[src/rtl/mbist_pkg.sv]
// rtl/mbist_pkg.sv - shared state encoding and March C- element table for the BIST sequencer.
package mbist_pkg;

    typedef enum logic [1:0] {
        IDLE  = 2'd0,
        RUN   = 2'd1,
        DRAIN = 2'd2,
        DONE  = 2'd3
    } state_t;

    localparam int NUM_ELEM = 6;
    localparam int FAIL_COUNT_WIDTH = 16;

    // *_one selects ~BACKGROUND; a single-op element only uses the op0 fields.
    typedef struct packed {
        logic down;
        logic two_ops;
        logic op0_wr;
        logic op0_one;
        logic op1_wr;
        logic op1_one;
    } march_elem_t;

    function automatic march_elem_t march_elem(input logic [2:0] idx);
        march_elem_t e;
        case (idx)
            3'd0:    e = '{down: 1'b0, two_ops: 1'b0, op0_wr: 1'b1, op0_one: 1'b0, op1_wr: 1'b0, op1_one: 1'b0};
            3'd1:    e = '{down: 1'b0, two_ops: 1'b1, op0_wr: 1'b0, op0_one: 1'b0, op1_wr: 1'b1, op1_one: 1'b1};
            3'd2:    e = '{down: 1'b0, two_ops: 1'b1, op0_wr: 1'b0, op0_one: 1'b1, op1_wr: 1'b1, op1_one: 1'b0};
            3'd3:    e = '{down: 1'b1, two_ops: 1'b1, op0_wr: 1'b0, op0_one: 1'b0, op1_wr: 1'b1, op1_one: 1'b1};
            3'd4:    e = '{down: 1'b1, two_ops: 1'b1, op0_wr: 1'b0, op0_one: 1'b1, op1_wr: 1'b1, op1_one: 1'b0};
            default: e = '{down: 1'b0, two_ops: 1'b0, op0_wr: 1'b0, op0_one: 1'b0, op1_wr: 1'b0, op1_one: 1'b0};
        endcase
        return e;
    endfunction

endpackage

[src/rtl/mbist_cmp_pipe.sv]
// rtl/mbist_cmp_pipe.sv - two-stage expected-data delay line, comparator and first-fail capture.
module mbist_cmp_pipe
    import mbist_pkg::*;
#(
    parameter int DATA_WIDTH = 8,
    parameter int ADDR_WIDTH = 8
) (
    input  logic                        clk,
    input  logic                        rst_n,
    input  logic                        clear,
    input  logic                        push_valid,
    input  logic [DATA_WIDTH-1:0]       push_exp,
    input  logic [ADDR_WIDTH-1:0]       push_addr,
    input  logic [2:0]                  push_elem,
    input  logic [DATA_WIDTH-1:0]       rdata,
    output logic [FAIL_COUNT_WIDTH-1:0] fail_count,
    output logic [ADDR_WIDTH-1:0]       fail_addr,
    output logic [2:0]                  fail_elem,
    output logic [DATA_WIDTH-1:0]       fail_exp,
    output logic [DATA_WIDTH-1:0]       fail_obs
);

    localparam logic [FAIL_COUNT_WIDTH-1:0] COUNT_MAX = '1;

    logic                        s1_valid_q, s1_valid_d, s2_valid_q, s2_valid_d;
    logic [DATA_WIDTH-1:0]       s1_exp_q, s1_exp_d, s2_exp_q, s2_exp_d;
    logic [ADDR_WIDTH-1:0]       s1_addr_q, s1_addr_d, s2_addr_q, s2_addr_d;
    logic [2:0]                  s1_elem_q, s1_elem_d, s2_elem_q, s2_elem_d;
    logic [FAIL_COUNT_WIDTH-1:0] count_q, count_d;
    logic [ADDR_WIDTH-1:0]       faddr_q, faddr_d;
    logic [2:0]                  felem_q, felem_d;
    logic [DATA_WIDTH-1:0]       fexp_q, fexp_d, fobs_q, fobs_d;
    logic                        mismatch;

    always_comb begin
        s1_valid_d = push_valid;
        s1_exp_d   = push_exp;
        s1_addr_d  = push_addr;
        s1_elem_d  = push_elem;
        s2_valid_d = s1_valid_q;
        s2_exp_d   = s1_exp_q;
        s2_addr_d  = s1_addr_q;
        s2_elem_d  = s1_elem_q;
        count_d    = count_q;
        faddr_d    = faddr_q;
        felem_d    = felem_q;
        fexp_d     = fexp_q;
        fobs_d     = fobs_q;
        mismatch   = s2_valid_q && (rdata != s2_exp_q);

        if (mismatch) begin
            if (count_q == '0) begin
                faddr_d = s2_addr_q;
                felem_d = s2_elem_q;
                fexp_d  = s2_exp_q;
                fobs_d  = rdata;
            end
            if (count_q != COUNT_MAX) begin
                count_d = count_q + 1'b1;
            end
        end

        if (clear) begin
            s1_valid_d = 1'b0;
            s2_valid_d = 1'b0;
            count_d    = '0;
            faddr_d    = '0;
            felem_d    = '0;
            fexp_d     = '0;
            fobs_d     = '0;
        end
    end

    always_ff @(posedge clk or negedge rst_n) begin
        if (!rst_n) begin
            s1_valid_q <= 1'b0;
            s1_exp_q   <= '0;
            s1_addr_q  <= '0;
            s1_elem_q  <= '0;
            s2_valid_q <= 1'b0;
            s2_exp_q   <= '0;
            s2_addr_q  <= '0;
            s2_elem_q  <= '0;
            count_q    <= '0;
            faddr_q    <= '0;
            felem_q    <= '0;
            fexp_q     <= '0;
            fobs_q     <= '0;
        end else begin
            s1_valid_q <= s1_valid_d;
            s1_exp_q   <= s1_exp_d;
            s1_addr_q  <= s1_addr_d;
            s1_elem_q  <= s1_elem_d;
            s2_valid_q <= s2_valid_d;
            s2_exp_q   <= s2_exp_d;
            s2_addr_q  <= s2_addr_d;
            s2_elem_q  <= s2_elem_d;
            count_q    <= count_d;
            faddr_q    <= faddr_d;
            felem_q    <= felem_d;
            fexp_q     <= fexp_d;
            fobs_q     <= fobs_d;
        end
    end

    assign fail_count = count_q;
    assign fail_addr  = faddr_q;
    assign fail_elem  = felem_q;
    assign fail_exp   = fexp_q;
    assign fail_obs   = fobs_q;

endmodule

[src/rtl/mbist_march_ctrl.sv]
// rtl/mbist_march_ctrl.sv - March C- sequencer: FSM, element/op/address counters, wdata look-ahead.
module mbist_march_ctrl
    import mbist_pkg::*;
#(
    parameter int                    DATA_WIDTH = 8,
    parameter int                    ADDR_WIDTH = 8,
    parameter int                    CAPACITY   = 255,
    parameter logic [DATA_WIDTH-1:0] BACKGROUND = {DATA_WIDTH{1'b0}}
) (
    input  logic                  clk,
    input  logic                  rst_n,
    input  logic                  start,
    output logic                  busy,
    output logic                  done,
    output logic                  pass,
    output logic [15:0]           fail_count,
    output logic [ADDR_WIDTH-1:0] fail_addr,
    output logic [2:0]            fail_elem,
    output logic [DATA_WIDTH-1:0] fail_exp,
    output logic [DATA_WIDTH-1:0] fail_obs,
    output logic                  mem_write_read,
    output logic [ADDR_WIDTH-1:0] mem_address,
    output logic [DATA_WIDTH-1:0] mem_wdata,
    input  logic [DATA_WIDTH-1:0] mem_rdata
);

    localparam logic [DATA_WIDTH-1:0] ZERO_DATA = BACKGROUND;
    localparam logic [DATA_WIDTH-1:0] ONE_DATA  = ~BACKGROUND;
    localparam logic [ADDR_WIDTH-1:0] LAST_ADDR = ADDR_WIDTH'(CAPACITY);
    localparam logic [ADDR_WIDTH-1:0] ADDR_ONE  = ADDR_WIDTH'(1);
    localparam logic [2:0]            LAST_ELEM = 3'(NUM_ELEM - 1);

    state_t                state_q, state_d;
    logic [2:0]            elem_q, elem_d;
    logic                  op_q, op_d;
    logic [ADDR_WIDTH-1:0] addr_q, addr_d;
    logic                  exh_q, exh_d;
    logic                  drain_q, drain_d;
    logic                  wr_q, wr_d;
    logic [ADDR_WIDTH-1:0] address_q, address_d;
    logic [DATA_WIDTH-1:0] wdata_q, wdata_d;
    logic                  cmp_valid_q, cmp_valid_d;
    logic [DATA_WIDTH-1:0] cmp_exp_q, cmp_exp_d;
    logic [2:0]            cmp_elem_q, cmp_elem_d;
    logic                  busy_q, busy_d;
    logic                  done_q, done_d;

    march_elem_t           cur_e, nx_e;
    logic                  cur_wr, cur_one, nx_wr, nx_one;
    logic [2:0]            nx_elem;
    logic                  nx_op;
    logic [ADDR_WIDTH-1:0] nx_addr;
    logic                  nx_exh;
    logic                  accept, issue;

    // The counters always hold the op to be issued next, so wdata can be loaded from their successor.
    always_comb begin
        cur_e   = march_elem(elem_q);
        cur_wr  = op_q ? cur_e.op1_wr  : cur_e.op0_wr;
        cur_one = op_q ? cur_e.op1_one : cur_e.op0_one;
        nx_elem = elem_q;
        nx_op   = op_q;
        nx_addr = addr_q;
        nx_exh  = 1'b0;
        if (cur_e.two_ops && !op_q) begin
            nx_op = 1'b1;
        end else begin
            nx_op = 1'b0;
            if (cur_e.down ? (addr_q == '0) : (addr_q == LAST_ADDR)) begin
                if (elem_q == LAST_ELEM) begin
                    nx_elem = '0;
                    nx_addr = '0;
                    nx_exh  = 1'b1;
                end else begin
                    nx_elem = elem_q + 3'd1;
                    nx_addr = march_elem(elem_q + 3'd1).down ? LAST_ADDR : '0;
                end
            end else begin
                nx_addr = cur_e.down ? (addr_q - ADDR_ONE) : (addr_q + ADDR_ONE);
            end
        end
        nx_e   = march_elem(nx_elem);
        nx_wr  = nx_op ? nx_e.op1_wr  : nx_e.op0_wr;
        nx_one = nx_op ? nx_e.op1_one : nx_e.op0_one;
    end

    always_comb begin
        state_d     = state_q;
        elem_d      = elem_q;
        op_d        = op_q;
        addr_d      = addr_q;
        exh_d       = exh_q;
        drain_d     = drain_q;
        wr_d        = wr_q;
        address_d   = address_q;
        wdata_d     = wdata_q;
        cmp_valid_d = 1'b0;
        cmp_exp_d   = cmp_exp_q;
        cmp_elem_d  = cmp_elem_q;
        accept      = 1'b0;
        issue       = 1'b0;

        case (state_q)
            IDLE, DONE: begin
                if (start) begin
                    accept  = 1'b1;
                    issue   = 1'b1;
                    state_d = RUN;
                end
            end
            RUN: begin
                if (exh_q) begin
                    state_d = DRAIN;
                    exh_d   = 1'b0;
                    drain_d = 1'b0;
                    wr_d    = 1'b0;
                end else begin
                    issue = 1'b1;
                end
            end
            DRAIN: begin
                wr_d = 1'b0;
                if (drain_q) begin
                    state_d = DONE;
                    wdata_d = BACKGROUND;
                end else begin
                    drain_d = 1'b1;
                end
            end
            default: state_d = IDLE;
        endcase

        if (issue) begin
            wr_d        = cur_wr;
            address_d   = addr_q;
            cmp_valid_d = !cur_wr;
            cmp_exp_d   = cur_one ? ONE_DATA : ZERO_DATA;
            cmp_elem_d  = elem_q;
            elem_d      = nx_elem;
            op_d        = nx_op;
            addr_d      = nx_addr;
            exh_d       = nx_exh;
            if (nx_wr) begin
                wdata_d = nx_one ? ONE_DATA : ZERO_DATA;
            end
        end

        busy_d = (state_d == RUN) || (state_d == DRAIN);
        done_d = (state_d == DONE);
    end

    always_ff @(posedge clk or negedge rst_n) begin
        if (!rst_n) begin
            state_q     <= IDLE;
            elem_q      <= '0;
            op_q        <= 1'b0;
            addr_q      <= '0;
            exh_q       <= 1'b0;
            drain_q     <= 1'b0;
            wr_q        <= 1'b0;
            address_q   <= '0;
            wdata_q     <= BACKGROUND;
            cmp_valid_q <= 1'b0;
            cmp_exp_q   <= '0;
            cmp_elem_q  <= '0;
            busy_q      <= 1'b0;
            done_q      <= 1'b0;
        end else begin
            state_q     <= state_d;
            elem_q      <= elem_d;
            op_q        <= op_d;
            addr_q      <= addr_d;
            exh_q       <= exh_d;
            drain_q     <= drain_d;
            wr_q        <= wr_d;
            address_q   <= address_d;
            wdata_q     <= wdata_d;
            cmp_valid_q <= cmp_valid_d;
            cmp_exp_q   <= cmp_exp_d;
            cmp_elem_q  <= cmp_elem_d;
            busy_q      <= busy_d;
            done_q      <= done_d;
        end
    end

    // The issued read's fields form the head of the delay line; rdata lines up two stages later.
    mbist_cmp_pipe #(
        .DATA_WIDTH (DATA_WIDTH),
        .ADDR_WIDTH (ADDR_WIDTH)
    ) u_cmp (
        .clk        (clk),
        .rst_n      (rst_n),
        .clear      (accept),
        .push_valid (cmp_valid_q),
        .push_exp   (cmp_exp_q),
        .push_addr  (address_q),
        .push_elem  (cmp_elem_q),
        .rdata      (mem_rdata),
        .fail_count (fail_count),
        .fail_addr  (fail_addr),
        .fail_elem  (fail_elem),
        .fail_exp   (fail_exp),
        .fail_obs   (fail_obs)
    );

    assign busy           = busy_q;
    assign done           = done_q;
    assign pass           = done_q && (fail_count == '0);
    assign mem_write_read = wr_q;
    assign mem_address    = address_q;
    assign mem_wdata      = wdata_q;

endmodule
[config.mk]
export PLATFORM = sky130hd
export DESIGN_NAME = mbist_march_ctrl
export DESIGN_NICKNAME = d
export VERILOG_FILES = /design/src/rtl/mbist_pkg.sv /design/src/rtl/mbist_cmp_pipe.sv /design/src/rtl/mbist_march_ctrl.sv
export SDC_FILE = /design/constraint.sdc
export NUM_CORES = 1
export LEC_CHECK = 0
export BUFFER_PORTS_ARGS = -buffer_cell sky130_fd_sc_hd__buf_2
export CELL_PAD_IN_SITES_DETAIL_PLACEMENT = 0
export CELL_PAD_IN_SITES_GLOBAL_PLACEMENT = 1
export CORE_UTILIZATION = 40
export CTS_CLUSTER_SIZE = 20
export DETAILED_ROUTE_END_ITERATION = 8
export PLACE_DENSITY_LB_ADDON = 0.1
export SETUP_SLACK_MARGIN = 0.15
export SYNTH_ARGS = -nofsm -noshare
export SYNTH_HDL_FRONTEND = slang
export SYNTH_SLANG_ARGS = --single-unit
[constraint.sdc]
create_clock -name clk -period 2.97 [get_ports clk]
set_clock_uncertainty 0.2 [all_clocks]
set_input_delay 0.594 -clock clk [delete_from_list [all_inputs] [get_ports clk]]
set_output_delay 0.594 -clock clk [all_outputs]
set_load 0.01 [all_outputs]
# Word-level counts from Yosys, hierarchy flattened
# Index checks and enable logic that the tools add are counted.
# word_totals
out_inout_bits,63
regBits,130
elab_cells,140
input_bits,11
# op_classes
reduce_logical,24
n_bitwise,1
n_addsub,4
n_eq_ne,24
n_mux,60
# ops
cell,count
$mux W8,19
$pmux W6 S5,2
$mux W16,3
$pmux W4 S5,1
$mux W1,19
$eq A3 B2 Y1 const B,6
$mux W3,6
$mux W6,3
$add A16 B1 Y16 const B,1
$logic_not A16 Y1,1
$ne A16 B16 Y1 const B,1
$eq A3 B3 Y1 const B,4
$reduce_and A2 Y1,5
$reduce_bool A2 Y1,5
$eq A3 B1 Y1 const B,3
$logic_not A3 Y1,3
$add A8 B1 Y8 const B,1
$eq A2 B2 Y1 const B,4
$eq A8 B8 Y1 const B,1
$logic_not A8 Y1,1
$ne A8 B8 Y1,1
$sub A8 B1 Y8 const B,1
$mux W2,3
$pmux W1 S2,3
12 further kinds,16

# Depth between registers and ports, before layout
# logic_depth
depth_word,11
depth_mapped,10
depth_no_buf,9

# Hierarchy
# Synthesis repeated with hierarchy kept, for this count alone.
# hier_totals
hier_cells,466
area_unflattened_um2,5413.9
# modules_own_cells
mod,seq_area_each_um2,area_each_um2,instances,cells_per_inst
mbist_cmp_pipe,2077.0,3225.6,1,253
mbist_march_ctrl,1001.0,2188.3,1,213

# Worst setup path before layout
# OpenSTA, ideal clock, no wires.
# synth_timing
kind,reg-to-reg
startpoint,register elem_q[0]
endpoint,register addr_q[7]
setup_ps,131
slack_ps,-42
synth_period_minus_slack_ps,3012
stages_incl_launch_ff,11
n_path_buf,1
t_required_ps,2639
t_arrival_ps,2681
cell_sequence,dfrtp_1 > clkbuf_1 > nand3b_1 > nand2_1 > ha_1 > a21o_1 > a211o_1 > a2111oi_4 > nor3_1 > a2111oi_2 > nand2_1
# synth_via
elab_chain_len,9
word_cells_on_any_way,25
cone_classes,add/sub (1); eq/ne (9); mux (10); bitwise (1); reduce/logical (4)
# synth_lines
item,line_no,rtl
"start, declared",mbist_march_ctrl.sv:34,"logic [2:0] elem_q, elem_d;"
"start signal, assigned",mbist_march_ctrl.sv:170,elem_q <= elem_d;
$add A3 B1 Y3,mbist_march_ctrl.sv:76,nx_addr = march_elem(elem_q + 3'd1).down ? LAST_ADDR : '0;
$eq A3 B3 Y1 (tied with other cells),mbist_pkg.sv:26,case (idx)
$pmux W6 S5,mbist_pkg.sv:26,
$mux W6,mbist_march_ctrl.sv:70,if (elem_q == LAST_ELEM) begin
$mux W6,mbist_march_ctrl.sv:69,if (cur_e.down ? (addr_q == '0) : (addr_q == LAST_ADDR)) begin
$mux W6,mbist_march_ctrl.sv:65,if (cur_e.two_ops && !op_q) begin
$mux W8,mbist_march_ctrl.sv:76,
$mux W8,mbist_march_ctrl.sv:70,
$mux W8,mbist_march_ctrl.sv:69,
"end signal, assigned",mbist_march_ctrl.sv:172,addr_q <= addr_d;
"end, declared",mbist_march_ctrl.sv:36,"logic [ADDR_WIDTH-1:0] addr_q, addr_d;"
# Parallel ways exist; a longest one is shown, timed or not. The select of a mux whose other input is x is not followed.
# A chain may end at the register's enable or synchronous reset.

# Worst setup path in the final report
# layout_timing
startpoint,register elem_q[1]
endpoint,register addr_q[7]
# The elaborated chain is that of the path after synthesis.

==> impl_metrics.py <==
metrics = {
    "clock_tree": {
        "tritoncts": "done",
        "clk_path_buf_depth": 2,
        "clkLatencyLatePin_ns": 0.34,
        "cts_root_buffer": "clkbuf_16",
        "clkSlewWorstSetupHoldPaths_ns": 0.07,
        "cts_sinks": 102,
        "cts_made_buffers": 9,
        "cts_hold_buffers": 0,
        "htree_levels": 3,
    },
    "worst_setup_path": {
        "critPathRequiredTime_ns": 3.00,
        "critPathTopFamily": "compound AO/OA/AOI/OAI gates",
        "critPathBufInv": 2,
        "r2r-start": "elem_q[1]$_DFFE_PN0P_",
        "cp-start-kind": "flop",
        "cp_num_cells": 11,
        "crit_slowest_cell": "dfrtp_1",
        "rrSetupSlack_ns": 0.19,
        "reg2reg_to": "addr_q[7]$_DFFE_PN0P_",
        "critical_path.cell_chain": "buf_6 > nand3b_1 > nand2_8 > ha_4 > a21o_1 > a211o_1 > a2111oi_4 > buf_4 > nor3_2 > a2111oi_2 > nand2_1",
        "cp-end-kind": "flop",
        "critPathArrivalTime_ns": 2.81,
        "cpPeakStageDelay_ns": 0.36,
        "crit_type": "reg -> reg",
        "critPathMaxFanout": 13,
        "rr_worst_depth": 11,
    },
    "synthesis": {
        "mappedNetlistNets": 443,
        "ys_types": 63,
        "ys.flop_type": "dfrtp_1",
        "synth-edff-count": 0,
        "synth.most_common_cell": "dfrtp_1",
        "synth_area_leaders": "dfrtp_1 55%, a22o_1 3.7%, ha_1 3.2%",
        "synth_area_mm2": 0.00467,
        "yosysTopAreaCellShare_pct": 54.6,
        "yosys-top-cells-count": "102 x dfrtp_1, 33 x nor2_1, 30 x nand2_1",
        "yosysTopAreaCell": "dfrtp_1",
        "yosysSeqAreaShare_pct": 54.6,
        "yosysWarningCount": 0,
        "synth-seq-cells": 102,
        "avgSynthCellArea_um2": 11.2,
        "synthArstFlopShare_pct": 100,
        "syn_inst": 419,
    },
    "sta": {
        "worst_pin_slew_ns": 0.544,
        "finalHoldViolations": 0,
        "timing.final.max_slew_violations": 0,
        "setup_tns_ns": 0,
        "setup_viol": 0,
        "fin_crit_ns": 2.78,
        "fmax_mhz": 359,
        "post-route-period-util_pct": 93.7,
        "rsz0062_at_grt": "yes",
        "max-slew-margin-rel_pct": 63.7,
        "fin_ws_ns": 0.187,
    },
    "power": {
        "seqPwrFrac_pct": 42.0,
        "total_leakage_power_nw": 2.73,
        "power_mw": 5.01,
        "pwr-share-clk_pct": 23.5,
        "p_sw_mw": 1.81,
        "cell_internal_pwr_mw": 3.20,
        "power_density_mw_per_mm2": 888,
        "peakVddDrop_mv": 0.439,
        "p_sw_share_pct": 36.1,
        "combPwrFrac_pct": 34.6,
    },
    "final_layout": {
        "layout-drive-gt1-share_pct": 28.5,
        "layoutNonFillerInstCount": 649,
        "syn_to_final_growth_pct": 20.6,
        "diodes": 0,
        "nNetsFinal": 525,
    },
    "grt": {
        "antenna_found_initial": 0,
        "grt_max_degree": 45,
        "overflow": 0,
        "grt_pass1_vias": 3134,
        "grt_first_pass_wirelength_um": 16000,
        "grtUsageTotal_pct": 17.1,
    },
    "routing": {
        "firstDrtPassIters": 4,
        "wirelength_um": 9850,
        "dr_total_vias": 3442,
        "ant_nets": 0,
        "drtIter0Drc": 176,
        "vias_per_cell": 5.30,
        "drc_errors": 0,
        "wl_per_cell_um": 15.2,
    },
    "die": {
        "die_h_um": 110,
        "core_mm2": 0.0114,
        "placementRows": 39,
        "die_w_um": 110,
        "ios": 74,
        "dieArea_mm2": 0.0121,
        "initial_core_util_pct": 40.9,
    },
    "min_path": {
        "hold_path.class": "in -> async",
    },
    "placed_design": {
        "port_buffers": 73,
        "pre_cts_slack_ns": 0.0498,
        "dp_hpwl_um": 6750,
        "dp_cells": 624,
        "gp_congestion": 0.816,
    },
    "run": {
        "drv_cap": 0,
    },
    "status": {
        "outcome": "completed",
    },
}
kinds of logic after synthesis:
logic type	share of synthesized area (%)
AO/OA/AOI/OAI	17.1
XOR/XNOR	3.94
adder cells (fa/ha/maj)	3.64
buffers and inverters	4.02
flip-flops	54.6
multiplexers	3.27
AND/OR/NAND/NOR	13.4
metal layers:
metal	vias up	wire length, µm	GRT usage [%]
met1	1690	4980	25.0
met5	-	0	0
met3	8	411	3.23
met4	0	89	6.20
met2	66	4370	25.2
li1	1678	-	-
power by group through the flow:
stage          sequential, mW  combinational (mW)  clock, mW
3_3_place_gp             2.12                1.70          0
6_report                 2.10                1.73       1.17
2_1_floorplan            2.16                1.14          0
4_1_cts                  2.11                1.73       1.21
3_5_place_dp             2.13                1.72          0
5_1_grt                  2.18                1.96       1.27
worst max-delay path by stage:
stage | startpoint | end | slack, ns
2_1_floorplan | elem_q[2]$_DFFE_PN0P_ | addr_q[7]$_DFFE_PN0P_ | 0.15
3_3_place_gp | elem_q[0]$_DFFE_PN0P_ | addr_q[7]$_DFFE_PN0P_ | 0.10
3_5_place_dp | elem_q[0]$_DFFE_PN0P_ | addr_q[7]$_DFFE_PN0P_ | 0.05
4_1_cts | elem_q[0]$_DFFE_PN0P_ | addr_q[7]$_DFFE_PN0P_ | 0.15
5_1_grt | elem_q[1]$_DFFE_PN0P_ | addr_q[7]$_DFFE_PN0P_ | 0.05
6_report | elem_q[1]$_DFFE_PN0P_ | addr_q[7]$_DFFE_PN0P_ | 0.19
final cells by class:
type / instances / area, µm²
clock buffer: 10 / 239
fill: 1076 / 5780
timing repair buffer: 95 / 553
tap: 143 / 179
clock inverter: 6 / 62.6
inverter: 14 / 52.6
sequential: 102 / 2550
multi-input combinational: 279 / 2000
what timing repair did:
item                       in CTS  in global routing
pin swaps                       1                  3
setup endpoints to repair       1                  1
gates cloned                    0                  1
buffers inserted                1                  7
gates resized for setup         0                  4
cell usage in the layout, fill, tap and decap left out, types with 3 or more instances in the layout:
| cell type | netlist | layout |
|---|---|---|
| dfrtp_1 | 102 | 102 |
| buf_2 | 3 | 72 |
| nor2_1 | 33 | 33 |
| nand2_1 | 30 | 29 |
| a21oi_1 | 21 | 20 |
| a22o_1 | 20 | 20 |
| buf_4 | 8 | 20 |
| o21ai_1 | 19 | 19 |
| xor2_1 | 15 | 15 |
| inv_1 | 14 | 14 |
| mux2_2 | 10 | 10 |
| ha_1 | 12 | 10 |
| nand4_1 | 9 | 9 |
| clkbuf_16 | 0 | 9 |
| a41oi_1 | 8 | 8 |
| and3_1 | 8 | 8 |
| nor4_1 | 6 | 6 |
| nor3_1 | 8 | 6 |
| xnor2_1 | 6 | 6 |
| o21ai_0 | 5 | 5 |
| nand3_1 | 5 | 5 |
| mux2i_1 | 4 | 4 |
| a22oi_1 | 3 | 3 |
| o211ai_1 | 3 | 3 |
| a21oi_2 | 2 | 3 |
| a21o_1 | 3 | 3 |
| and2_1 | 3 | 3 |
| o21a_1 | 3 | 3 |
| nor3_2 | 1 | 3 |
| inv_6 | 0 | 3 |
registers in the layout, indices dropped and copies added, names as in the netlist, 2 cells and up:
| signal | flops |
|---|---|
| addr_q | 8 |
| cmp_elem_q | 3 |
| elem_q | 3 |
| mem_address | 8 |
| mem_wdata | 8 |
| state_q | 2 |
| u_cmp.fail_addr | 8 |
| u_cmp.fail_count | 16 |
| u_cmp.fail_elem | 3 |
| u_cmp.fail_obs | 8 |
| u_cmp.s1_addr_q | 8 |
| u_cmp.s1_elem_q | 3 |
| u_cmp.s2_addr_q | 8 |
| u_cmp.s2_elem_q | 3 |
metrics by stage:
stage | hold WS, ns | area [µm²] | utilization [%]
after detailed placement | 0.135 | 5240 | 45.9
after CTS | 0.0284 | 5550 | 48.6
after global placement | 0.133 | 5240 | 45.9
after floorplan | 0.0984 | 4700 | -
final | 0.0228 | 5640 | 49.4
after global routing | 0.0550 | 5640 | 49.4
Note: power is estimated with default switching activity, not from simulation.
